`config.mk`:
```
export PLATFORM = sky130hd
export DESIGN_NAME = lookup_result_drain_flat
export DESIGN_NICKNAME = d
export VERILOG_FILES = /design/src/rtl/lookup_result_drain_if.sv /design/src/rtl/lookup_result_drain.sv /design/src/flat_wrapper.sv
export SDC_FILE = /design/constraint.sdc
export NUM_CORES = 1
export LEC_CHECK = 0
export ABC_AREA = 1
export BUFFER_PORTS_ARGS = -buffer_cell sky130_fd_sc_hd__buf_2
export CAP_MARGIN = 30
export CORE_UTILIZATION = 60
export CTS_BUF_LIST = sky130_fd_sc_hd__clkbuf_4 sky130_fd_sc_hd__clkbuf_8
export DETAILED_ROUTE_END_ITERATION = 16
export PLACE_DENSITY = 0.79
export SETUP_SLACK_MARGIN = 0.4
export SLEW_MARGIN = 20
export SYNTH_ARGS = -nofsm -noshare
export SYNTH_HDL_FRONTEND = slang
export SYNTH_SLANG_ARGS = --single-unit
```
`constraint.sdc`:
```
create_clock -name clk -period 4.5 [get_ports clk]
set_input_delay 0 -clock clk [delete_from_list [all_inputs] [get_ports clk]]
set_output_delay 0 -clock clk [all_outputs]
set_load 0.03 [all_outputs]
```
`src/rtl/lookup_result_drain_if.sv`:
```
// Result bus between the lookup pipeline, the drain buffer and its consumer.
// master drives results and accepts entries; slave is the drain buffer.
interface lookup_result_drain_if #(
  parameter int unsigned POINTER_SIZE      = 6,
  parameter int unsigned STRIDE_INDEX_SIZE = 3,
  parameter int unsigned SEQ_WIDTH         = 16
);
  logic                         res_valid;
  logic                         res_match;
  logic [POINTER_SIZE-1:0]      res_port;
  logic [STRIDE_INDEX_SIZE-1:0] res_stride;

  logic                         out_valid;
  logic                         out_ready;
  logic [SEQ_WIDTH-1:0]         out_seq;
  logic                         out_match;
  logic [POINTER_SIZE-1:0]      out_port;
  logic [STRIDE_INDEX_SIZE-1:0] out_stride;

  modport master (
    output res_valid, res_match, res_port, res_stride, out_ready,
    input  out_valid, out_seq, out_match, out_port, out_stride
  );

  modport slave (
    input  res_valid, res_match, res_port, res_stride, out_ready,
    output out_valid, out_seq, out_match, out_port, out_stride
  );
endinterface

```
`src/rtl/lookup_result_drain.sv`:
```
// Sequence-tagging result buffer between a non-stallable lookup pipeline and a
// consumer; first-word-fall-through with registered head, drop/match statistics.
module lookup_result_drain #(
  parameter int unsigned POINTER_SIZE      = 6,
  parameter int unsigned STRIDE_INDEX_SIZE = 3,
  parameter int unsigned FIFO_DEPTH        = 8,
  parameter int unsigned SEQ_WIDTH         = 16,
  parameter int unsigned CNT_WIDTH         = 32
) (
  input  logic                         clk,
  input  logic                         rst_n,
  lookup_result_drain_if.slave         bus,
  input  logic                         clear_stats,
  output logic [$clog2(FIFO_DEPTH):0]  fill_level,
  output logic [CNT_WIDTH-1:0]         match_count,
  output logic [CNT_WIDTH-1:0]         drop_count,
  output logic                         overflow
);
  localparam int unsigned AW = $clog2(FIFO_DEPTH);
  localparam int unsigned LW = AW + 1;

  typedef struct packed {
    logic [SEQ_WIDTH-1:0]         seq;
    logic                         match;
    logic [POINTER_SIZE-1:0]      port;
    logic [STRIDE_INDEX_SIZE-1:0] stride;
  } entry_t;

  entry_t               mem [FIFO_DEPTH];
  logic [AW-1:0]        wr_ptr;
  logic [AW-1:0]        rd_ptr;
  logic [AW-1:0]        rd_ptr_nxt;
  logic [SEQ_WIDTH-1:0] seq;
  logic [LW-1:0]        fill_nxt;
  logic                 pop_c;
  logic                 push_c;
  logic                 drop_c;
  logic                 match_ev_c;
  entry_t               new_c;
  entry_t               head_nxt;

  function automatic logic [CNT_WIDTH-1:0] sat_inc(input logic [CNT_WIDTH-1:0] v,
                                                   input logic ev);
    return (ev && (v != '1)) ? v + CNT_WIDTH'(1) : v;
  endfunction

  // Handshake decode and next head: a push landing on the next read slot bypasses memory.
  always_comb begin
    pop_c      = bus.out_valid & bus.out_ready;
    push_c     = bus.res_valid & ((fill_level < LW'(FIFO_DEPTH)) | pop_c);
    drop_c     = bus.res_valid & ~push_c;
    match_ev_c = bus.res_valid & bus.res_match;

    new_c.seq    = seq;
    new_c.match  = bus.res_match;
    new_c.port   = bus.res_match ? bus.res_port : '0;
    new_c.stride = bus.res_stride;

    fill_nxt = fill_level;
    if (push_c && !pop_c) begin
      fill_nxt = fill_level + LW'(1);
    end else if (pop_c && !push_c) begin
      fill_nxt = fill_level - LW'(1);
    end

    rd_ptr_nxt = pop_c ? rd_ptr + AW'(1) : rd_ptr;
    head_nxt   = (push_c && (wr_ptr == rd_ptr_nxt)) ? new_c : mem[rd_ptr_nxt];
  end

  // Storage array; pointers carry the reset, so contents need none.
  always_ff @(posedge clk) begin
    if (push_c && rst_n) begin
      mem[wr_ptr] <= new_c;
    end
  end

  // Pointers, occupancy, sequence tag and registered head.
  always_ff @(posedge clk or negedge rst_n) begin
    if (!rst_n) begin
      seq            <= '0;
      wr_ptr         <= '0;
      rd_ptr         <= '0;
      fill_level     <= '0;
      bus.out_valid  <= 1'b0;
      bus.out_seq    <= '0;
      bus.out_match  <= 1'b0;
      bus.out_port   <= '0;
      bus.out_stride <= '0;
    end else begin
      if (bus.res_valid) begin
        seq <= seq + SEQ_WIDTH'(1);
      end
      if (push_c) begin
        wr_ptr <= wr_ptr + AW'(1);
      end
      rd_ptr         <= rd_ptr_nxt;
      fill_level     <= fill_nxt;
      bus.out_valid  <= (fill_nxt != '0);
      bus.out_seq    <= head_nxt.seq;
      bus.out_match  <= head_nxt.match;
      bus.out_port   <= head_nxt.port;
      bus.out_stride <= head_nxt.stride;
    end
  end

  // Statistics; a clear keeps only the event of its own cycle.
  always_ff @(posedge clk or negedge rst_n) begin
    if (!rst_n) begin
      match_count <= '0;
      drop_count  <= '0;
      overflow    <= 1'b0;
    end else if (clear_stats) begin
      match_count <= CNT_WIDTH'(match_ev_c);
      drop_count  <= CNT_WIDTH'(drop_c);
      overflow    <= drop_c;
    end else begin
      match_count <= sat_inc(match_count, match_ev_c);
      drop_count  <= sat_inc(drop_count, drop_c);
      overflow    <= overflow | drop_c;
    end
  end
endmodule

```
`src/flat_wrapper.sv`:
```
// flat-port wrapper written by rule: the top's interface ports become plain ports
module lookup_result_drain_flat 
#(
  parameter int unsigned POINTER_SIZE      = 6,
  parameter int unsigned STRIDE_INDEX_SIZE = 3,
  parameter int unsigned FIFO_DEPTH        = 8,
  parameter int unsigned SEQ_WIDTH         = 16,
  parameter int unsigned CNT_WIDTH         = 32
)
  (clk, rst_n, clear_stats, fill_level, match_count, drop_count, overflow, bus_res_valid, bus_res_match, bus_res_port, bus_res_stride, bus_out_ready, bus_out_valid, bus_out_seq, bus_out_match, bus_out_port, bus_out_stride);
  lookup_result_drain_if #(.POINTER_SIZE(POINTER_SIZE), .STRIDE_INDEX_SIZE(STRIDE_INDEX_SIZE), .SEQ_WIDTH(SEQ_WIDTH)) bus_i ();
  input  logic clk;
  input  logic rst_n;
  input  logic clear_stats;
  output logic [$clog2(FIFO_DEPTH):0] fill_level;
  output logic [CNT_WIDTH-1:0] match_count;
  output logic [CNT_WIDTH-1:0] drop_count;
  output logic overflow;
  input wire logic [$bits(bus_i.res_valid)-1:0] bus_res_valid;
  input wire logic [$bits(bus_i.res_match)-1:0] bus_res_match;
  input wire logic [$bits(bus_i.res_port)-1:0] bus_res_port;
  input wire logic [$bits(bus_i.res_stride)-1:0] bus_res_stride;
  input wire logic [$bits(bus_i.out_ready)-1:0] bus_out_ready;
  output wire logic [$bits(bus_i.out_valid)-1:0] bus_out_valid;
  output wire logic [$bits(bus_i.out_seq)-1:0] bus_out_seq;
  output wire logic [$bits(bus_i.out_match)-1:0] bus_out_match;
  output wire logic [$bits(bus_i.out_port)-1:0] bus_out_port;
  output wire logic [$bits(bus_i.out_stride)-1:0] bus_out_stride;
  assign bus_i.res_valid = bus_res_valid;
  assign bus_i.res_match = bus_res_match;
  assign bus_i.res_port = bus_res_port;
  assign bus_i.res_stride = bus_res_stride;
  assign bus_i.out_ready = bus_out_ready;
  assign bus_out_valid = bus_i.out_valid;
  assign bus_out_seq = bus_i.out_seq;
  assign bus_out_match = bus_i.out_match;
  assign bus_out_port = bus_i.out_port;
  assign bus_out_stride = bus_i.out_stride;
  lookup_result_drain #(.POINTER_SIZE(POINTER_SIZE), .STRIDE_INDEX_SIZE(STRIDE_INDEX_SIZE), .FIFO_DEPTH(FIFO_DEPTH), .SEQ_WIDTH(SEQ_WIDTH), .CNT_WIDTH(CNT_WIDTH)) u_core (.clk(clk), .rst_n(rst_n), .bus(bus_i), .clear_stats(clear_stats), .fill_level(fill_level), .match_count(match_count), .drop_count(drop_count), .overflow(overflow));
endmodule
```
# [Yosys cells after proc, flatten, opt, wreduce, memory -nomap -nowiden]
# Memory sizes are Yosys's and may differ from the RTL's.
# Cells that the tools add are included.
[classes] bitwise=7 eq_ne=3 n_mux=12 reduce_logical=11 order_cmp=1 addsub=7
[op_table] cell="$mux W32" count=4
[op_table] cell="$add A32 B1 Y32 const B" count=2
[op_table] cell="$ne A32 B32 Y1 const B" count=2
[op_table] cell="$mux W26" count=1
[op_table] cell="$add A16 B1 Y16 const B" count=1
[op_table] cell="$mux W4" count=2
[op_table] cell="$add A3 B1 Y3 const B" count=2
[op_table] cell="$logic_and A1 B1 Y1" count=6
[op_table] cell="$mux W6" count=1
[op_table] cell="$add A4 B1 Y4 const B" count=1
[op_table] cell="$and A1 B1 Y1" count=4
[op_table] cell="$lt A4 B4 Y1 const B" count=1
[op_table] cell="$reduce_bool A2 Y1" count=2
[op_table] cell="$reduce_bool A4 Y1" count=1
[op_table] cell="$sub A4 B1 Y4 const B" count=1
[op_table] cell="$eq A3 B3 Y1" count=1
[op_table] cell="$mux W1" count=3
[op_table] cell="$mux W3" count=1
[op_table] cell="$logic_not A1 Y1" count=2
[op_table] cell="$or A1 B1 Y1" count=2
[op_table] cell="$not A1 Y1" count=1
[totals] mem_bits_rw=208 n_memories=1 inputBits=15 regBits=118
[mem_list] name="u_core.mem" words=8 word_bits=26 rd=1 rd_ports_with_merged_regs=0 wr=1 line="lookup_result_drain.sv:29" rtl="entry_t mem [FIFO_DEPTH];"

# [Depth between registers and ports, before layout]
# Gate-level depths: netlist of the first run.
[depth] ltp_word=8 depth_mapped=12

# [Worst setup path after synthesis of the first run]
# Ideal clock, no wire load.
[synth_path] kind="reg2reg" from="register u_core.bus.out_valid" to="memory u_core.mem[0][0] (netlist name), enable pin" synth_period_minus_slack_ns=3.392 setup_ns=0.442 setup_slack_ns=1.108 arrival_ns=2.951 path_stages_with_launch=7 path_cell_list="dfrtp_1 > nand2_2 > nand2_1 > nand2_1 > inv_1 > nand2_1 > nor3_1"
[synth_via] elab_chain_len=6
[synth_lines] item="start: declaration" line="lookup_result_drain_if.sv:27" rtl="output out_valid, out_seq, out_match, out_port, out_stride"
[synth_lines] item="start signal: assignment" line="lookup_result_drain.sv:98" rtl="bus.out_valid <= (fill_nxt != '0);"
[synth_lines] item="$and A1 B1 Y1" line="lookup_result_drain.sv:49" rtl="pop_c = bus.out_valid & bus.out_ready;"
[synth_lines] item="$or A1 B1 Y1" line="lookup_result_drain.sv:50" rtl="push_c = bus.res_valid & ((fill_level < LW'(FIFO_DEPTH)) | pop_c);"
[synth_lines] item="$and A1 B1 Y1" line="lookup_result_drain.sv:50"
[synth_lines] item="$logic_and A1 B1 Y1" line="lookup_result_drain.sv:72" rtl="if (push_c && rst_n) begin"
[synth_lines] item="$mux W1" line="lookup_result_drain.sv:72"
[synth_lines] item="$mux W1 (implied by the code)" line="lookup_result_drain.sv:73" rtl="mem[wr_ptr] <= new_c;"
[synth_lines] item="end: declaration" line="lookup_result_drain.sv:29"
# Every way passes these cells.

==> results.md, run 1 <==
Synth:
- The average cell area after synthesis is 9.12 µm².
- For this run, the number of Yosys warnings is 0.
- The largest total area in the synthesized netlist belongs to edfxtp_1.
- The cell area that synthesis handed to floorplanning was 0.0158 mm².
- The sequential area share after synthesis is 58.3%.
- Sorting the synthesized cells by area gives the leading types as edfxtp_1, dfrtp_1, nand2_1, nand3_1, nand3b_1.
- The post-synth net total is 1753.
- The share of Yosys cell area claimed by the top area cell type is 39.6%.
- The number of instances in the synthesized netlist is 1731.
- The number of different library cells in the post-synthesis netlist is 29.
- In this run, synthesis produced a sequential element count of 326.

Drt:
- Using the TritonRoute via totals, the vias-per-cell ratio works out to 5.53.
- The residual DRC count is 0.
- After detailed routing, no signal wire sits above met4.
- The detailed router put a total of 15400 µm of wire on met1.
- The post-route antenna net violation count is 0.
- Summed over all nets, wire length on met3 after detailed routing comes to 2960 µm.
- The number of design-rule violations left by the first detailed-router iteration is 1134.
- For this block, the routed nets add up to 37700 µm of wire.
- The routed design uses 18300 µm of met2 wire.
- Dividing the detail-routed wire length by the instance count gives 16.9 µm.
- The number of search-and-repair iterations in the first detailed-routing pass is 6.
- The final route contains 12400 vias.

Worst setup path:
- The launch instance of the worst register-to-register path is u_core.bus.out_valid.
- STA classifies the critical path startpoint as a register.
- The setup check on the worst reg-to-reg path leaves a slack of 1.15 ns.
- The terminus of the critical flop-to-flop path is u_core.bus.out_seq[3].
- The kind of end point of the critical path is a register.
- The depth of the worst register-to-register path is 10.
- Along the worst path, the maximum fanout reaches 28.
- At the worst endpoint, the required time is 4.97 ns.
- The worst setup path is of the register to register kind.
- The most critical setup path has its startpoint at u_core.bus.out_valid.
- The end point of the critical path is u_core.bus.out_seq[3].
- Data on the critical path arrives at its endpoint at 3.82 ns.

Global routing:
- The first-pass GRT wire length is 60000 µm.
- The aggregate global routing overflow is 0.
- The number of global-route vias before repair is 11600.
- The global-route total usage across every layer is 28.7%.
- The maximum number of pins on one net before global-route repair is 74.
- The number of antenna violations at the first check in global routing came to 0.

Timing:
- For this run, the top clock speed supported by timing is 299 MHz.
- The pin slew with the least headroom to its limit is 0.953 ns.
- The final setup skew is 0.0194 ns.
- The final critical delay including setup and external delays is 3.35 ns.
- Setup repair after global routing left no endpoint under its margin.
- The worst path meets setup with 1.15 ns of slack.
- The number of pins with negative max-slew slack in the final report is 0.
- The number of failing hold endpoints at the final stage is 0.
- The total setup violations reported at the end of the flow is 0.
- The worst relative slew slack is 36.1%.
- The final worst-path cycle share is 74.4%.
- For the final routed database, the setup TNS stands at 0 ns.

Clocking:
- The worst-skew pair later-pin latency is 0.59 ns.
- The number of H-tree levels is 2.
- The maximum buffer depth of the clock tree is 3.
- The number of buffers inserted during clock tree synthesis is 51.
- CTS saw 326 sinks.
- TritonCTS built the clock tree.
- The clock slew seen by the registers of the worst setup and hold paths is 0.06 ns.
- The cell chosen for the clock root is clkbuf_8.
- The post-CTS setup buffer count is 0.

Placed design:
- The congestion estimate from routability-driven global placement came to 0.910.
- The post-DP HPWL is 23000 µm.
- Prior to clock tree synthesis, the placed netlist has a worst setup slack of 1.18 ns.
- The instance area at placement is 0.0167 mm².
- The count of buffers added on input and output ports is 110.

Layout:
- The share of layout cells above drive strength 1 is 14.0%.
- Relative to the synthesized area, the layout overhead comes to 13.6%.
- The final cell area excluding filler cells is 0.0179 mm².
- The final-stage net count is 1880.
- The number of diodes is 0.

Floorplan:
- The row count is 59.
- The placeable core region is 0.0259 mm².
- The initial core utilization is 60.9%.
- From bottom edge to top edge, the die measures 164 µm.
- In this run the count of I/O pins placed on the die edge is 111.
- The die covers 0.0270 mm².
- The width of the die is 164 µm.

Power and ir drop:
- The total power is 0.00994 W.
- The analysis attributes to cell leakage a power of 7.99 nW.
- The peak supply drop is 0.449 mV.
- The power density normalized to cell area is 554 mW/mm².

Run:
- The number of maximum-capacitance violations is 0.

Hold path:
- The path class of the tightest hold or removal check is input port to register.

Outcome:
- The flow ran to the end, and the final reports show no timing, DRC or antenna violations.
[cells in the mapped netlist]
cell type	instances
dfrtp_1	118
and2_1	2
clkinv_4	1
nand3b_1	110
buf_4	3
nand4_1	37
xor2_1	24
nor2_4	4
nand2_1	489
ha_1	7
nor2_2	3
nand3_2	2
inv_1	180
nand3_1	262
or2_2	11
nand2_4	2
buf_1	6
clkinv_2	1
nand2_2	13
xnor2_1	13
clkbuf_1	30
edfxtp_1	208
nor3_1	7
nor2_1	150
a21oi_1	4
inv_2	3
buf_2	29
o21ai_0	8
buf_6	4
[per-stage QoR]
| step | hold WS, ns | util, % | std cells |
|---|---|---|---|
| final | 0.245 | 69.2 | 2236 |
| after global placement | 0.0201 | 64.0 | 2120 |
| after detailed placement | 0.0238 | 64.4 | 2124 |
| after global routing | 0.278 | 69.2 | 2236 |
| after CTS | 0.227 | 69.2 | 2236 |
| after floorplan | -0.296 | - | 1731 |
[final cells by class]
type                    instances  area, µm²
clock buffers                  74        893
clock inverters                22        189
fillers                      1932       7970
inverters                     185        701
multi-input cells            1148       5600
flip-flops and latches        326       9200
well taps                     335        419
repair buffers                146        945
[state kept, by name, summed over array words and instances, names as in the netlist]
name and cells:
u_core.fill_level 4, u_core.bus.out_valid 1, u_core.rd_ptr 3, u_core.bus.out_port 6
u_core.overflow 1, u_core.bus.out_match 1, u_core.bus.out_stride 3, u_core.seq 16
u_core.wr_ptr 3, u_core.match_count 32, u_core.drop_count 32, u_core.mem 208
u_core.bus.out_seq 16
[worst max-delay path, stage by stage, from the launching register on]
cell,delay [ns]
dfrtp_1,0.45
nand2_2,0.20
inv_2,0.07
nand2_1,0.06
nand2_1,0.07
nand2_2,0.54
nand2_1,0.15
nand2_2,0.57
nand3_2,0.76
nand3_1,0.29
nand2_1,0.07
[per-layer routing]
layer  track usage, %  vias up
li1                 -     5955
met1             38.0     5835
met2             47.3      505
met3             5.33       79
met4             10.4        0
met5                0        -
[report_power, final]
part | internal [W] | switching [W] | leakage [nW]
Sequential | 0.00362 | 0.000267 | 3.49
Combinational | 0.00102 | 0.00241 | 3.93
Clock | 0.00146 | 0.00116 | 0.568
[timing repair]
item                      CTS  global route
hold buffers               16             0
resized for setup           0             0
hold endpoints to repair  172             0
[cell families after synthesis]
family,share of synthesized area (%)
buffers and inverters,6.64
adders and majority gates,0.555
AOI/OAI and AO/OA,0.380
and+or+nand+nor,32.1
xor gates and xnor gates,2.05
DFF,58.3
[cells in the final DEF, fill, tap and decap left out, drive strengths merged, types with 8 or more instances in the layout]
cell type,Yosys,layout
clkbuf,30,74
o21ai,8,8
xor2,24,24
inv,183,184
buf,42,131
clkinv,2,18
nand3,264,264
edfxtp,208,208
nand3b,110,110
xnor2,13,13
nand2,504,504
dlygate4sd3,0,15
nand4,37,37
nor2,157,157
or2,11,11
dfrtp,118,118
[worst min path at each step]
stage,endpoint,from,depth (start not counted),slack (ns)
2_1_floorplan,u_core.bus.out_match,rst_n,0,-0.30
5_1_grt,u_core.mem[0][2],bus_res_stride[2],2,0.28
6_report,u_core.mem[5][2],bus_res_stride[2],2,0.24
4_1_cts,u_core.mem[5][2],bus_res_stride[2],2,0.23
3_5_place_dp,u_core.drop_count[1],rst_n,1,0.02
3_3_place_gp,u_core.drop_count[1],rst_n,1,0.02
Note: power is estimated with default switching activity, not from simulation.
==> run 2, diff against run 1 <==
--- a/config.mk
+++ b/config.mk
@@ -8,7 +8,7 @@
 export ABC_AREA = 1
 export BUFFER_PORTS_ARGS = -buffer_cell sky130_fd_sc_hd__buf_2
 export CAP_MARGIN = 30
-export CORE_UTILIZATION = 60
+export CORE_UTILIZATION = 57
 export CTS_BUF_LIST = sky130_fd_sc_hd__clkbuf_4 sky130_fd_sc_hd__clkbuf_8
 export DETAILED_ROUTE_END_ITERATION = 16
 export PLACE_DENSITY = 0.79
==> constraint.sdc (replaced) <==
create_clock -name clk -period 3 [get_ports clk]
set_input_delay 0 -clock clk [delete_from_list [all_inputs] [get_ports clk]]
set_output_delay 0 -clock clk [all_outputs]
set_load 0.03 [all_outputs]
==> results.md, run 2 (same netlist as run 1, synthesis figures left out) <==
Clocking:
- The clock tree from TritonCTS is built.
- The cell chosen for the clock root is clkbuf_8.
- Clock tree synthesis inserted a total of 52 buffers.
- The number of sinks on the clock net is 326.
- The clock slew seen by the registers of the worst setup and hold paths is 0.06 ns.
- The post-CTS resize count is 0.
- The worst-skew pair later-pin latency is 0.60 ns.
- The number of H-tree levels is 2.
- The clock passes through at most 3 buffers.

Worst setup path:
- The slowest stage of the critical path is the nor2_2 cell.
- The worst register-to-register path has a depth of 7.
- The worst setup path is captured at a register.
- The critical path's largest stage delay is 0.48 ns.
- Walking the worst path, the cells encountered are nand2_2 -> nand2_1 -> nand2_1 -> inv_1 -> nand3_1 -> nor2_2 -> buf_4.
- The class of the most critical setup path is register to register.
- The worst-case register-to-register setup slack is 0.67 ns.
- The count of buffering cells on the critical path with inverters included is 2.
- For the worst setup path, the data arrival time is 2.62 ns.
- The startpoint identified for the worst register-to-register timing path is u_core.bus.out_valid.
- At the worst endpoint, the required time is 3.29 ns.
- The critical path startpoint category is a register.
- The terminus of the critical flop-to-flop path is u_core.mem[7][8].
- The category of cells accounting for the largest share of critical-path delay is simple AND/OR/NAND/NOR gates.
- The most prevalent standard cell on the critical path is nand2_1.
- In this run the worst path has a maximum fanout of 11.

Drt:
- Detailed routing inserted a total of 12500 vias.
- The pre-antenna-repair detailed-routing pass consisted of 6 iterations.
- The via count normalized by instance count is 5.46.
- In this run the remaining antenna-violating nets after routing total 0.
- The number of design-rule violations left by the first detailed-router iteration is 1214.
- Dividing the detail-routed wire length by the instance count gives 16.8 µm.
- After detailed routing, the number of remaining DRC violations is 0.
- The sum of routed wire length over all layers is 38300 µm.

Power and ir drop:
- For this design the ratio of total power to cell area is 834 mW/mm².
- The peak supply drop is 0.753 mV.
- The leakage power is 8.07 nW.

Layout:
- Of the cells placed in the final design, the portion with a size suffix greater than 1 is 15.0%.
- Leaving out fill and tap cells, the most frequent cell in the layout is nand2_1.
- In the final layout, flip-flops and latches occupy 0.00920 mm².
- After filler insertion, the fill cell instance count of the layout stands at 2158.
- The number of flip-flops under the largest register name is 208.
- In the layout the commonest cells are nand2_1, nand3_1, edfxtp_1, inv_1, nor2_1.
- The largest registers in the layout are u_core.mem (208), u_core.drop_count (32), u_core.match_count (32).
- The largest register by flop count is u_core.mem.
- For this run, the post-layout net count is 1890.
- The area added between synthesis and finish is 14.5%.
- Summing all multi-input logic gate instances after layout gives 0.00560 mm².
- 0 antenna diodes ended up in the layout.
- The utilization of the core after routing is 66.7%.

Timing:
- The final setup skew is 0.0351 ns.
- Setup repair after global routing left no endpoint under its margin.
- The total setup violations reported at the end of the flow is 0.
- The tightest hold path in the finished design has a slack of 0.264 ns.
- The number of pins with negative max-slew slack in the final report is 0.
- The worst path uses 77.6% of the clock period.
- The pin slew with the least headroom to its limit is 0.790 ns.
- The final critical delay including setup and external delays is 2.33 ns.
- The worst relative slew slack is 47.3%.
- The highest clock frequency the design can meet is 429 MHz.
- The number of failing hold endpoints at the final stage came to 0.

Run:
- Across the run, the number of max-cap violations was 0.

Global routing:
- For this run, the total global-route usage over all layers was measured as 27.7%.
- The number of global-route vias before repair came to 12100.
- The number of antenna violations at the first check in global routing was 0.
- The aggregate global routing overflow is 0.
- Entering global routing, the biggest net connects 105 pins.
- The first-pass GRT wire length is 61700 µm.

Outcome:
- The run finished with clean final reports.

Floorplan:
- The floorplan step defined a core boundary enclosing 0.0271 mm².
- Once the floorplan was initialized, standard cells occupied 58.3% of the core.
- The row count is 60.
- 111 I/O pins were placed.
- The die covers 0.0284 mm².
- The die is 168 µm tall.
- The width of the die is 168 µm.

Placed design:
- The number of I/O port buffers is 110.
- The post-DP HPWL is 23400 µm.
- The congestion estimate from routability-driven global placement came to 0.909.

Hold path:
- The class of the tightest hold or removal check is input port to asynchronous set/reset pin.
[run 2: cell count changes in the layout (fill, tap and decap cells not counted)]
cell        before  now
and2_1           1    2
clkinvlp_4       2    0
clkinv_1        12    1
buf_16           3    1
and2_2           1    0
clkbuf_4        20   24
buf_4           16   26
buf_12           1    4
clkinv_2         5   10
bufinv_16        3    1
clkbuf_8        54   61
buf_8            1    0
buf_6            1    0
[run 2: worst reg2reg max path, delay by kind of cell, from the launching register on]
kind	cells	cell delay [ns]
simple gates	5	1.12
buf+inv	2	0.48
flops	1	0.44
[run 2: metal layers]
| metal | global-route usage [%] | vias to the layer above | routed length, µm |
|---|---|---|---|
| met5 | 0 | - | 0 |
| met4 | 10.0 | 0 | 973 |
| met3 | 4.94 | 80 | 3130 |
| met2 | 45.7 | 523 | 18400 |
| met1 | 36.8 | 5873 | 15800 |
| li1 | - | 5978 | - |
[run 2: worst max-delay path by stage]
stage | endpoint | depth (start not counted) | slack [ns] | start
after CTS | u_core.mem[7][13] | 7 | 0.70 | u_core.bus.out_valid
after global placement | u_core.mem[7][6] | 7 | 0.78 | u_core.bus.out_valid
after global routing | u_core.mem[7][24] | 7 | 0.56 | u_core.bus.out_valid
final | u_core.mem[7][8] | 7 | 0.67 | u_core.bus.out_valid
after floorplan | u_core.mem[4][0] | 6 | -0.39 | u_core.bus.out_valid
after detailed placement | u_core.mem[7][5] | 7 | 0.70 | u_core.bus.out_valid
[run 2: through the flow]
step	setup TNS [ns]	setup WS [ns]	std cells	total power (W)	instance area, µm²
finish	0	0.671	2283	0.0151	18100
global route	0	0.557	2283	0.0159	18100
CTS	0	0.701	2283	0.0151	18100
detailed placement	0	0.700	2171	0.0111	16800
global placement	0	0.778	2170	0.0110	16800
floorplan	-40.81	-0.392	1731	0.00952	15800
[run 2: area by class of cell]
| type | instances | area share [%] |
|---|---|---|
| Sequential cell | 326 | 50.9 |
| Multi-Input combinational cell | 1148 | 31.0 |
| Clock buffer | 85 | 5.64 |
| Timing Repair Buffer | 155 | 5.52 |
| Inverter | 185 | 3.88 |
| Tap cell | 372 | 2.57 |
| Clock inverter | 12 | 0.540 |
[run 2: power by group]
group | internal (W) | leakage [nW] | switching [W]
Sequential | 0.00543 | 3.49 | 0.000388
Combinational | 0.00159 | 3.97 | 0.00369
Clock | 0.00225 | 0.610 | 0.00174
[run 2: repair_timing]
item,CTS,global route
hold buffers,15,0
setup buffers,0,0
endpoints found under the hold margin,178,0
==> run 3, diff against run 2 <==
--- a/config.mk
+++ b/config.mk
@@ -5,13 +5,13 @@
 export SDC_FILE = /design/constraint.sdc
 export NUM_CORES = 1
 export LEC_CHECK = 0
-export ABC_AREA = 1
+export ABC_AREA = 0
 export BUFFER_PORTS_ARGS = -buffer_cell sky130_fd_sc_hd__buf_2
 export CAP_MARGIN = 30
-export CORE_UTILIZATION = 57
+export CORE_UTILIZATION = 60
 export CTS_BUF_LIST = sky130_fd_sc_hd__clkbuf_4 sky130_fd_sc_hd__clkbuf_8
 export DETAILED_ROUTE_END_ITERATION = 16
-export PLACE_DENSITY = 0.79
+export PLACE_DENSITY = 0.8
 export SETUP_SLACK_MARGIN = 0.4
 export SLEW_MARGIN = 20
 export SYNTH_ARGS = -nofsm -noshare
==> constraint.sdc (replaced) <==
create_clock -name clk -period 2.2 [get_ports clk]
set_input_delay 0 -clock clk [delete_from_list [all_inputs] [get_ports clk]]
set_output_delay 0 -clock clk [all_outputs]
set_load 0.03 [all_outputs]
==> results.md, run 3 <==
Synth:
- The synthesized design spends more area on one cell type than any other, namely edfxtp_1.
- Yosys attributes the largest share of cell area to edfxtp_1, dfrtp_1, mux4_2, mux2i_1, xnor2_1.
- A synthesized cell averages 14.8 µm².
- For this run, the number of Yosys warnings is 0.
- After technology mapping, the gate count stands at 915.
- The netlist area before placement is 0.0136 mm².
- The most used standard cell by instance count after synthesis is edfxtp_1.
- Counting flops and latches in the post-synthesis netlist gives 326.
- Counting instances in the post-synthesis netlist gives the leading cell types as edfxtp_1, dfrtp_1, nor2_1.
- The number of different library cells in the post-synthesis netlist is 53.
- The number of enable flip-flop cells after synthesis is 208.
- The share of Yosys cell area claimed by the top area cell type is 46.0%.
- The dominant register cell in the synthesized netlist is edfxtp_1.
- When the netlist entered floorplanning its net count stood at 937.
- The async set-reset flop share out of synthesis is 36.2%.
- Sequential elements use 67.8% of the synthesized area.

Worst setup path:
- For this design, the slowest cell found on the critical path is dfrtp_1.
- In this design, the stage delay of the slowest critical-path cell is 0.45 ns.
- Walking the worst path, the cells encountered are ha_4 -> nand3_4 -> xnor2_4 -> buf_6 -> buf_6 -> clkbuf_16 -> mux4_2 -> mux2i_1 -> o21ai_1.
- Grouping stages by cell kind, the critical path spends the most delay in multiplexers.
- The kind of end point of the critical path is a register.
- By instance count, the cell type seen most on the critical path is buf_6.
- For the worst setup path, the data arrival time is 2.61 ns.
- The largest fanout on the critical path is 5.
- The data required time of the worst path is 2.66 ns.
- The count of buffering cells on the critical path with inverters included is 3.
- The critical path startpoint category is a register.
- The class of the most critical setup path is register to register.

Global routing:
- The number of antenna violations at the first check in global routing is 0.
- Summed over all layers, the global routing overflow is 0.
- The first global-routing pass estimated 52500 µm of wire.
- The maximum number of pins on one net before global-route repair is 118.
- The number of global-route vias before repair is 9264.
- The global-route total usage across every layer is 30.0%.

Floorplan:
- The row count is 54.
- The number of ports placed on the die boundary is 111.
- The die is 152 µm tall.
- For this configuration, the core starts out at a cell density of 61.6%.
- The die covers 0.0232 mm².
- The placeable core region is 0.0220 mm².
- The width of the die is 152 µm.

Layout:
- The final-stage net count is 1214.
- The library cells used most frequently in the layout, excluding fill and tap cells, are edfxtp_1, buf_2, buf_4, dfrtp_1, mux2i_1.
- The register area is 0.00926 mm².
- In the final layout, the registers with the most flip-flops are u_core.mem (208), u_core.drop_count (32), u_core.match_count (32).
- The layout filler cell count is 1107.
- Ranked by flip-flop count, first place goes to u_core.mem.
- The share of layout cells above drive strength 1 is 41.4%.
- The library cell used most frequently in the layout, excluding fill and tap cells, is edfxtp_1.
- From synthesis to final layout, the design area changed by 32.1%.
- The number of flip-flops under the largest register name is 208.
- The area of the multi-input gates is 0.00474 mm².
- The number of diodes is 0.

Timing:
- The final worst-path cycle share is 97.5%.
- The pin slew with the least headroom to its limit is 0.735 ns.
- The number of pins with negative max-slew slack in the final report is 0.
- The number of failing hold endpoints at the final stage is 0.
- Subtracting the final worst setup slack from the clock period gives 2.14 ns.
- The worst setup slack after layout is 0.0552 ns.
- Hold is met by 0.0839 ns.
- The total setup violations reported at the end of the flow is 0.
- Setup repair after global routing could not meet its margin everywhere.
- The highest clock frequency the design can meet is 466 MHz.
- Headroom to the max-slew limit came out at 51.0%.
- Across the routed clock network, the largest skew measured is 0.0326 ns.

Clocking:
- The worst-skew pair later-pin latency is 0.61 ns.
- The tree is rooted in a clkbuf_8.
- The number of sinks on the clock net is 326.
- The number of clock buffers added by TritonCTS is 52.
- Clock-pin slew was measured on the worst setup and hold paths at 0.07 ns.
- The number of H-tree levels is 2.
- TritonCTS built the clock tree.
- The clock passes through at most 3 buffers.

Drt:
- The post-route antenna net violation count is 0.
- The detailed router placed 9275 vias in this run.
- The routed wirelength normalized by instance count is 24.8 µm.
- The via count normalized by instance count is 6.12.
- After detailed routing, the total wire length is 37500 µm.
- For this run, design rule violations remaining after detail routing come to 3.
- For this run, the detailed router's first-pass iteration total came to 11.
- The number of design-rule violations left by the first detailed-router iteration is 615.

Outcome:
- The final reports fail on DRC.
- The run finished, with violations left.

Run:
- The tool flagged a number of max-cap violations equal to 0.

Placed design:
- The post-DP HPWL is 16500 µm.
- The final estimated routing congestion in global placement is 0.808.
- The setup slack at placement is 0.0827 ns.
- The number of I/O port buffers is 110.

Power and ir drop:
- The power density normalized to cell area is 1070 mW/mm².
- IR analysis of the VDD net gives a maximum drop of 0.587 mV.
- In this run the static leakage power is 7.03 nW.

Hold path:
- The class of the tightest hold or removal check is input port to asynchronous set/reset pin.
==> run 3: changes by cell type after synthesis, moves of 16 or more <==
cell | before | now
or3_1 | 0 | 18
nor2_1 | 150 | 66
and3_1 | 0 | 16
inv_1 | 180 | 12
a21oi_1 | 4 | 22
nand3_1 | 262 | 33
xnor2_1 | 13 | 41
buf_2 | 29 | 9
mux4_2 | 0 | 40
o21ai_1 | 0 | 28
nand3b_1 | 110 | 2
mux2i_1 | 0 | 65
nand2_1 | 489 | 61
==> run 3: cells by family after synthesis <==
group                      share of synthesized area (%)
buffers and inverters                               1.55
adders and majority gates                          0.646
xor gates and xnor gates                            4.38
AOI/OAI and AO/OA                                   3.22
and+or+nand+nor                                     10.9
muxes                                               11.5
DFF                                                 67.8
==> run 3: stage by stage <==
stage               total power (W)  instance area, µm²  cells  util (%)  setup TNS (ns)
detailed placement           0.0122               15000   1311      68.3               0
floorplan                    0.0109               13900    915         -           -1.29
finish                       0.0192               17900   1516      81.4               0
CTS                          0.0184               17200   1485      78.2               0
global placement             0.0120               15000   1311      68.3               0
global route                 0.0199               17900   1516      81.4               0
==> run 3: final timing paths <==
check	from	endpoint	slack, ns	depth (start not counted)
worst max-delay path	u_core.rd_ptr[1]	u_core.bus.out_seq[5]	0.06	9
worst min-delay path	rst_n	u_core.bus.out_seq[2]	0.08	3
worst max register to register	u_core.rd_ptr[1]	u_core.bus.out_seq[5]	0.06	9
worst min register to register	u_core.overflow	u_core.overflow	0.53	2
max in group asynchronous	rst_n	u_core.drop_count[27]	1.47	3
min in group clk	bus_res_stride[2]	u_core.mem[5][2]	0.23	2
==> run 3: cell type report <==
cell class / instances / area share [%]
inverters: 13 / 0.272
repair buffers: 256 / 13.5
well taps: 280 / 1.95
multi-input cells: 543 / 26.4
clock inverters: 7 / 0.265
clock buffers: 91 / 5.87
flip-flops and latches: 326 / 51.7
==> run 3: tightest hold or removal path, delay by kind of cell <==
family / cells / cell delay [ns]
buffers and inverters: 3 / 1.16
==> run 3: repair_timing <==
action | 4_1_cts | 5_1_grt
setup endpoints to repair | 176 | 296
hold buffers | 14 | 1
setup buffers | 50 | 21
pin swaps | 38 | 31
gates resized for setup | 53 | 61
endpoints found under the hold margin | 239 | 9
gates cloned | 12 | 9
==> run 3: power by group <==
group | switching, W | internal, W
clock | 0.00245 | 0.00300
sequential | 0.000544 | 0.00727
combinational | 0.00318 | 0.00277
total | 0.00618 | 0.0130
==> run 3: metal layers <==
| metal | track usage [%] | vias up | wire length (µm) |
|---|---|---|---|
| li1 | - | 4017 | - |
| met1 | 36.5 | 4648 | 13600 |
| met2 | 52.7 | 516 | 19600 |
| met3 | 6.37 | 94 | 3060 |
| met4 | 11.5 | 0 | 1250 |
| met5 | 0 | - | 0 |
